==> src/rtl/data_mem_arbiter.sv <==
// rtl/data_mem_arbiter.sv - two-port round-robin arbiter for the shared data-memory port
module data_mem_arbiter #(
  parameter int TIMEOUT = 16
) (
  input  logic        clk,
  input  logic        rstn,
  input  logic        i_req0,
  input  logic        i_req1,
  input  logic [31:0] i_addr0,
  input  logic [31:0] i_addr1,
  input  logic [31:0] i_wdata0,
  input  logic [31:0] i_wdata1,
  input  logic        i_we0,
  input  logic        i_we1,
  input  logic [1:0]  i_mask0,
  input  logic [1:0]  i_mask1,
  output logic        o_done0,
  output logic        o_done1,
  output logic [31:0] o_rdata,
  output logic        o_err,
  output logic        o_mem_req,
  output logic [31:0] o_mem_addr,
  output logic [31:0] o_mem_wdata,
  output logic        o_mem_we,
  output logic        o_mem_re,
  output logic [1:0]  o_mem_mask,
  input  logic        i_mem_ack,
  input  logic [31:0] i_mem_rdata
);

  localparam int CNT_W = $clog2(TIMEOUT + 1);
  localparam logic [CNT_W-1:0] CNT_LAST = CNT_W'(TIMEOUT - 1);

  typedef enum logic [1:0] {
    IDLE = 2'd0,
    WAIT = 2'd1,
    RESP = 2'd2
  } state_t;

  state_t           state;
  state_t           state_nxt;
  logic             last_winner;
  logic             owner;
  logic             winner;
  logic             grant;
  logic             timeout_hit;
  logic             finish;
  logic [CNT_W-1:0] cnt;
  logic [31:0]      sel_addr;
  logic [31:0]      sel_wdata;
  logic             sel_we;
  logic [1:0]       sel_mask;

  // Arbitration: a lone requester wins outright, a tie goes to the port that did not win last
  always_comb begin
    grant     = i_req0 | i_req1;
    winner    = 1'b0;
    if (i_req0 && i_req1) begin
      winner = ~last_winner;
    end else begin
      winner = i_req1;
    end
    sel_addr  = winner ? i_addr1  : i_addr0;
    sel_wdata = winner ? i_wdata1 : i_wdata0;
    sel_we    = winner ? i_we1    : i_we0;
    sel_mask  = winner ? i_mask1  : i_mask0;
  end

  // A WAIT cycle ends the transaction on ack, or on the last watchdog count (ack has priority)
  always_comb begin
    timeout_hit = (cnt == CNT_LAST);
    finish      = (state == WAIT) && (i_mem_ack || timeout_hit);
  end

  // State register
  always_ff @(posedge clk or negedge rstn) begin
    if (!rstn) begin
      state <= IDLE;
    end else begin
      state <= state_nxt;
    end
  end

  // Next-state: grant leaves IDLE, completion or timeout leaves WAIT, RESP always returns to IDLE
  always_comb begin
    state_nxt = state;
    case (state)
      IDLE:    if (grant)  state_nxt = WAIT;
      WAIT:    if (finish) state_nxt = RESP;
      RESP:    state_nxt = IDLE;
      default: state_nxt = IDLE;
    endcase
  end

  // Registered payload, memory handshake, watchdog and response outputs
  always_ff @(posedge clk or negedge rstn) begin
    if (!rstn) begin
      last_winner <= 1'b1;
      owner       <= 1'b0;
      cnt         <= '0;
      o_done0     <= 1'b0;
      o_done1     <= 1'b0;
      o_rdata     <= '0;
      o_err       <= 1'b0;
      o_mem_req   <= 1'b0;
      o_mem_addr  <= '0;
      o_mem_wdata <= '0;
      o_mem_we    <= 1'b0;
      o_mem_re    <= 1'b0;
      o_mem_mask  <= '0;
    end else begin
      o_done0 <= 1'b0;
      o_done1 <= 1'b0;
      case (state)
        IDLE: begin
          if (grant) begin
            owner       <= winner;
            last_winner <= winner;
            cnt         <= '0;
            o_mem_req   <= 1'b1;
            o_mem_addr  <= sel_addr;
            o_mem_wdata <= sel_wdata;
            o_mem_we    <= sel_we;
            o_mem_re    <= ~sel_we;
            o_mem_mask  <= sel_mask;
          end
        end
        WAIT: begin
          if (finish) begin
            o_mem_req <= 1'b0;
            o_mem_re  <= 1'b0;
            o_done0   <= ~owner;
            o_done1   <= owner;
            if (i_mem_ack) begin
              o_rdata <= i_mem_rdata;
              o_err   <= 1'b0;
            end else begin
              o_rdata <= '0;
              o_err   <= 1'b1;
            end
          end else begin
            cnt <= cnt + 1'b1;
          end
        end
        default: ;
      endcase
    end
  end

endmodule
==> config.mk <==
export PLATFORM = sky130hd
export DESIGN_NAME = data_mem_arbiter
export DESIGN_NICKNAME = d
export VERILOG_FILES = /design/src/rtl/data_mem_arbiter.sv
export SDC_FILE = /design/constraint.sdc
export NUM_CORES = 1
export LEC_CHECK = 0
export BUFFER_PORTS_ARGS = -buffer_cell sky130_fd_sc_hd__buf_2
export CAP_MARGIN = 20
export CORE_MARGIN = 10
export CORE_UTILIZATION = 45
export CTS_CLUSTER_DIAMETER = 60
export DETAILED_ROUTE_END_ITERATION = 12
export GPL_ROUTABILITY_DRIVEN = 0
export PLACE_DENSITY = 0.93
export REMOVE_ABC_BUFFERS = 1
export SETUP_SLACK_MARGIN = 0.02
export SYNTH_ARGS = -nofsm -noshare
export SYNTH_HDL_FRONTEND = slang
export SYNTH_SLANG_ARGS = --single-unit
==> constraint.sdc <==
create_clock -name clk -period 3 [get_ports clk]
set_clock_uncertainty 0.2 [all_clocks]
set_input_delay 0.3 -clock clk [delete_from_list [all_inputs] [get_ports clk]]
set_output_delay 0.3 -clock clk [all_outputs]
set_load 0.02 [all_outputs]
==> flow_summary.toml, run 1 <==
[outcome]
status = "completed"

[global_routing]
grt_pass1_vias = 6234
grt_first_pass_wirelength_mm = 36.3
grt.overflow.total = 0
grt_max_degree = 73
grtUsageTotal_pct = 28.2
antenna_found_initial = 2

[cts]
cts_tree = "done"
clockRootBuffer = "clkbuf_16"
clk_path_buf_depth = 2
ctsResizeCount = 0
clkTransAtPathRegs_ps = 60
h-tree-depth = 4
post-cts-setup-buffers = 0
cts.sinks = 113
cts_made_buffers = 17
insertion_delay_ps = 410

[final_layout]
drive_above_1_share_pct = 40.9
post-route-util_pct = 77.4
n_fill_cell = 588
fin_nets = 1002
area_delta_synth_final_pct = 67.5

[route]
ant_nets = 0
via_count = 5765
viasPerCell = 5.87
dr.pass1.iters = 5
wl_per_cell_um = 23.4
drtIter0Drc = 709
drc = 0
drt-total-wl_mm = 23.0

[floorplan]
rows = 38
die_h_um = 126
initial_utilization_pct = 46.2
coreArea_mm2 = 0.0109
die-width_um = 126
ios = 275
die_area_mm2 = 0.0159

[yosys]
synthFlopType = "dfrtp_1"
synth_area_leaders = "dfrtp_1, a211oi_1, a2bb2oi_1"
yosys_warnings = 0
ys_seq_area_share_pct = 56.0
synth_edf_count = 0
synth.largest_area_cell = "dfrtp_1"
async_reset_ff_share_pct = 100
yosys_register_bits = 113
netlist_area_mm2 = 0.00505
ys_types = 39
synth_cells = 431
yosysTopAreaCellShare_pct = 55.4
avgSynthCellArea_um2 = 11.7

[setup_path]
end_kind = "flop"
worstPathRequired_ps = 3140
cpPeakStageDelay_ps = 590
cpMaxStageDelayCell = "nor2_4"
rr_worst_depth = 5
path_cells = "or2_2 -> nor2_4 -> buf_12 -> a2bb2oi_1 -> dlygate4sd3_1"
startpoint_type = "flop"
rrSetupSlack_ps = 240
path_max_fanout = 45
arrival_ps = 2900
rr_endpoint = "o_mem_wdata[22]"
cp_top_family = "simple AND/OR/NAND/NOR gates"
cp.buffers_inverters = 2
path_class = "flop to flop"
r2r-start = "state[0]"

[sta]
hold_viol_final = 0
period_share_pct = 92.1
fin_ws_ps = 238
period_minus_slack_ps = 2760
rsz0062_at_grt = "no"
slew_viol_final = 0
max_freq_mhz = 362
setup_viol = 0
relSlewSlack_pct = 43.3
tightest_slew_ps = 850

[pwr]
p_clk_share_pct = 20.2
ir_drop_v = 0.000682
internal_power_uw = 5530
p_sw_uw = 3800
p_seq_share_pct = 30.1
power_density_mw_per_mm2 = 1100
combinationalPowerShare_pct = 49.7
sw_frac_of_total_pct = 40.7
p_leak_uw = 0.00398

[hold_path]
hold_start = "i_addr1[9]"
hold_class = "input port to flop"
holdPathStages = 3
min_to = "o_mem_addr[9]"

[placed_design]
hpwlAfterDp_mm = 13.4
portBuffers = 274
place_ws_ps = 625

[run]
drv_cap = 0
[flip-flops by register name, indices dropped and copies added (netlist names), 2 cells and up]
name         count
cnt              5
o_mem_addr      32
o_mem_mask       2
o_mem_wdata     32
o_rdata         32
state            2
[layer usage]
metal	vias to the layer above	part of all wire [%]	track usage, %	wire [µm]
met2	478	49	46.7	11300
met1	2785	36	32.4	8240
met3	68	12	9.82	2680
met4	2	3.4	12.4	791
met5	-	0.030	0	7
li1	2432	-	-	-
[stage by stage]
| step | power [µW] | instance area (µm²) | hold slack (ps) | TNS (ps) | instances |
|---|---|---|---|---|---|
| 5_1_grt | 9740 | 8470 | 8.11 | 0 | 982 |
| 3_3_place_gp | 6450 | 6520 | 176 | 0 | 811 |
| 2_1_floorplan | 5180 | 4850 | -196 | -27630 | 387 |
| 3_5_place_dp | 6640 | 6520 | 191 | 0 | 811 |
| 6_report | 9330 | 8470 | 10.8 | 0 | 982 |
| 4_1_cts | 9120 | 8460 | 0.580 | 0 | 981 |
[timing repair]
item,4_1_cts,5_1_grt
hold buffers,139,0
setup endpoints to repair,0,0
endpoints found under the hold margin,152,0
[worst register-to-register path, delay by kind of cell (launching register included)]
family / cells / cell delay [ps]
AO/OA/AOI/OAI: 1 / 220
buffers and inverters: 2 / 920
flip-flops: 1 / 420
AND/OR/NAND/NOR: 2 / 930
[cell families after synthesis]
kind of cell | after synthesis | share of synthesized area [%]
AOI/OAI and AO/OA | 180 | 31.1
DFF | 113 | 56.0
and+or+nand+nor | 83 | 7.01
buffers and inverters | 48 | 4.36
muxes | 5 | 1.06
adders and majority gates | 2 | 0.495
[how the worst max path moves through the flow]
stage           startpoint               to  slack (ps)  depth (start not counted)
5_1_grt           state[0]   o_mem_wdata[7]         130                          5
3_5_place_dp        cnt[0]           cnt[4]         630                          6
3_3_place_gp        cnt[0]           cnt[4]         720                          6
2_1_floorplan  last_winner   o_mem_addr[18]        -490                          3
4_1_cts           state[0]    o_mem_mask[0]         290                          5
6_report          state[0]  o_mem_wdata[22]         240                          5
[power by group through the flow]
stage	clock network [µW]	logic, µW	registers (µW)
3_3_place_gp	0	3770	2680
5_1_grt	1980	4910	2860
3_5_place_dp	0	3920	2720
4_1_cts	1890	4510	2720
2_1_floorplan	0	1670	3510
6_report	1890	4640	2800
[synth_stat cells (3+ instances only)]
| library cell | number |
|---|---|
| dfrtp_1 | 112 |
| nand2_1 | 67 |
| a211oi_1 | 66 |
| a2bb2oi_1 | 47 |
| a22o_1 | 32 |
| clkbuf_1 | 25 |
| a2bb2oi_2 | 19 |
| buf_2 | 14 |
| o21ai_0 | 5 |
| inv_1 | 4 |
| o21ai_1 | 3 |
[placed cells by master, fill, tap and decap left out, drive strengths merged, types with 2 or more instances in the layout]
cell type,synthesis,final
buf,19,284
inv,4,5
o21ai,9,9
nand2,67,67
dfrtp,112,112
a211oi,66,66
nor2,4,4
ha,2,2
a22o,32,32
clkinvlp,0,7
mux2,3,3
nand3,2,2
clkbuf,25,18
o21a,2,2
dlygate4sd3,0,139
a2bb2oi,66,66
and2,2,2
clkinv,0,4
mux2i,2,2
or2,2,2
[area by class of cell]
cell class	count	area [µm²]	share of cell area [%]
timing repair buffer	423	2870	33.8
sequential	113	2830	33.4
multi-input combinational	270	2030	23.9
clock buffer	18	439	5.19
tap	140	175	2.07
clock inverter	13	115	1.36
inverter	4	15.0	0.177
antenna	1	2.50	0.0296
Power figures use the tool's default switching activity.
==> inputs of run 2 (changes only) <==
==> constraint.sdc (replaced) <==
create_clock -name clk -period 3.1 [get_ports clk]
set_clock_uncertainty 0.2 [all_clocks]
set_input_delay 0.31 -clock clk [delete_from_list [all_inputs] [get_ports clk]]
set_output_delay 0.31 -clock clk [all_outputs]
set_load 0.02 [all_outputs]
==> run 2 against run 1 <==
Net effect:
- maximum frequency shrank 2.0%
- largest cell class is now sequential cells
- largest power group unchanged
- first-iteration DRC count shrank 22%
- design area shrank 2.1%
- flip-flop and latch count is the same
- cell count shrank 2.6%
- global-route usage shrank 1.8 points
- critical path type unchanged
- total power shrank 4.5%
==> flow_summary.toml, run 2 (synthesis gave the netlist of run 1 again) <==
[outcome]
status = "completed"

[global_routing]
grt_pass1_vias = 6068
grt.overflow.total = 0
antenna_found_initial = 3
grt_max_degree = 65
grtUsageTotal_pct = 26.4
grt_first_pass_wirelength_mm = 33.9

[placed_design]
hpwlAfterDp_mm = 13.4
place_ws_ps = 752
portBuffers = 274

[setup_path]
path_cells = "or2_2 -> nor2_4 -> buf_12 -> a2bb2oi_1 -> dlygate4sd3_1"
end_kind = "flop"
rr_worst_depth = 5
cp.buffers_inverters = 2
cpPeakStageDelay_ps = 590
cpMaxStageDelayCell = "or2_2"
arrival_ps = 2950
rrSetupSlack_ps = 280
cp_top_family = "simple AND/OR/NAND/NOR gates"
startpoint_type = "flop"
r2r-start = "state[0]"
worstPathRequired_ps = 3230
path_class = "flop to flop"
rr_endpoint = "o_mem_addr[21]"
path_max_fanout = 61

[route]
wl_per_cell_um = 22.8
ant_nets = 0
drtIter0Drc = 554
dr.pass1.iters = 5
drc = 0
drt-total-wl_mm = 21.8
via_count = 5556
viasPerCell = 5.81

[cts]
ctsResizeCount = 0
post-cts-setup-buffers = 0
cts.sinks = 113
cts_tree = "done"
clkTransAtPathRegs_ps = 50
insertion_delay_ps = 400
clockRootBuffer = "clkbuf_16"
clk_path_buf_depth = 2
h-tree-depth = 4
cts_made_buffers = 17

[hold_path]
hold_class = "input port to flop"
min_to = "o_mem_wdata[14]"
hold_start = "i_wdata1[14]"
holdPathStages = 3

[floorplan]
rows = 38
die-width_um = 126
die_h_um = 126
coreArea_mm2 = 0.0109
ios = 275
initial_utilization_pct = 46.2
die_area_mm2 = 0.0159

[sta]
hold_viol_final = 0
timing.hold.ws_ps = 5.84
setup_viol = 0
fin_ws_ps = 282
period_minus_slack_ps = 2820
rsz0062_at_grt = "no"
max_freq_mhz = 355
tightest_slew_ps = 857
finalSetupTns_ps = 0
period_share_pct = 90.9
relSlewSlack_pct = 42.7
slew_viol_final = 0

[final_layout]
largestRegisters = "o_mem_addr: 32 flops, o_mem_wdata: 32 flops, o_rdata: 32 flops"
area_delta_synth_final_pct = 64.0
final_cell_mix = "buf_2, dfrtp_1, dlygate4sd3_1"
fin_nets = 973
layout_commonest_cell = "buf_2"
drive_above_1_share_pct = 41.9

[run]
drv_cap = 0

[pwr]
power_density_mw_per_mm2 = 1070
p_leak_uw = 0.00394
ir_drop_v = 0.000741
-- run 2: cell count changes in the layout (fill, tap and decap cells not counted), sizes merged --
cell and delta:
diode +2, dlygate4sd3 -29, clkinvlp -5, clkinv -1, inv -1, bufinv +4, clkbuf +4
-- run 2: per-stage QoR --
step	cells	cell area [µm²]	util [%]	total power, µW
finish	956	8290	75.8	8910
global route	956	8290	75.8	9310
CTS	951	8260	75.6	8810
detailed placement	811	6540	59.8	6460
global placement	811	6540	59.8	6280
floorplan	387	4850	-	5020
-- run 2: cell type report --
cell class / count / area [µm²]
clock inverters: 10 / 184
diodes: 3 / 7.51
fillers: 623 / 2650
multi-input cells: 270 / 2030
flip-flops and latches: 113 / 2830
repair buffers: 394 / 2600
clock buffers: 22 / 454
inverters: 4 / 15.0
well taps: 140 / 175
-- run 2: how the worst max path moves through the flow --
stage | from | to | cells past startpoint
after floorplan | last_winner | o_mem_addr[18] | 3
after global placement | cnt[0] | cnt[4] | 6
after detailed placement | cnt[0] | cnt[4] | 6
after CTS | state[0] | o_mem_addr[21] | 5
after global routing | state[0] | o_mem_addr[21] | 5
final | state[0] | o_mem_addr[21] | 5
-- run 2: what timing repair did --
item | in CTS | in global routing
setup endpoints to repair | 0 | 0
endpoints found under the hold margin | 159 | 2
hold buffers | 108 | 2
-- run 2: power breakdown --
part	total, µW	switching [µW]	internal, µW	leakage (µW)
registers	2680	494	2190	0.00132
logic	4110	2340	1770	0.00231
clock network	2120	677	1450	0.000304
total	8910	3510	5400	0.00394
-- run 2: routing by layer --
layer	GRT usage [%]	vias up	part of all wire (%)
met4	11.0	0	3.2
met3	11.1	65	12
li1	-	2375	-
met1	28.8	2684	36
met2	44.4	432	49
met5	0	-	0
-- run 2: worst register-to-register path, cell delays in order (launching register included) --
cell and delay (ps):
dfrtp_1 410, or2_2 590, nor2_4 370, buf_12 350, a2bb2oi_1 240, dlygate4sd3_1 580
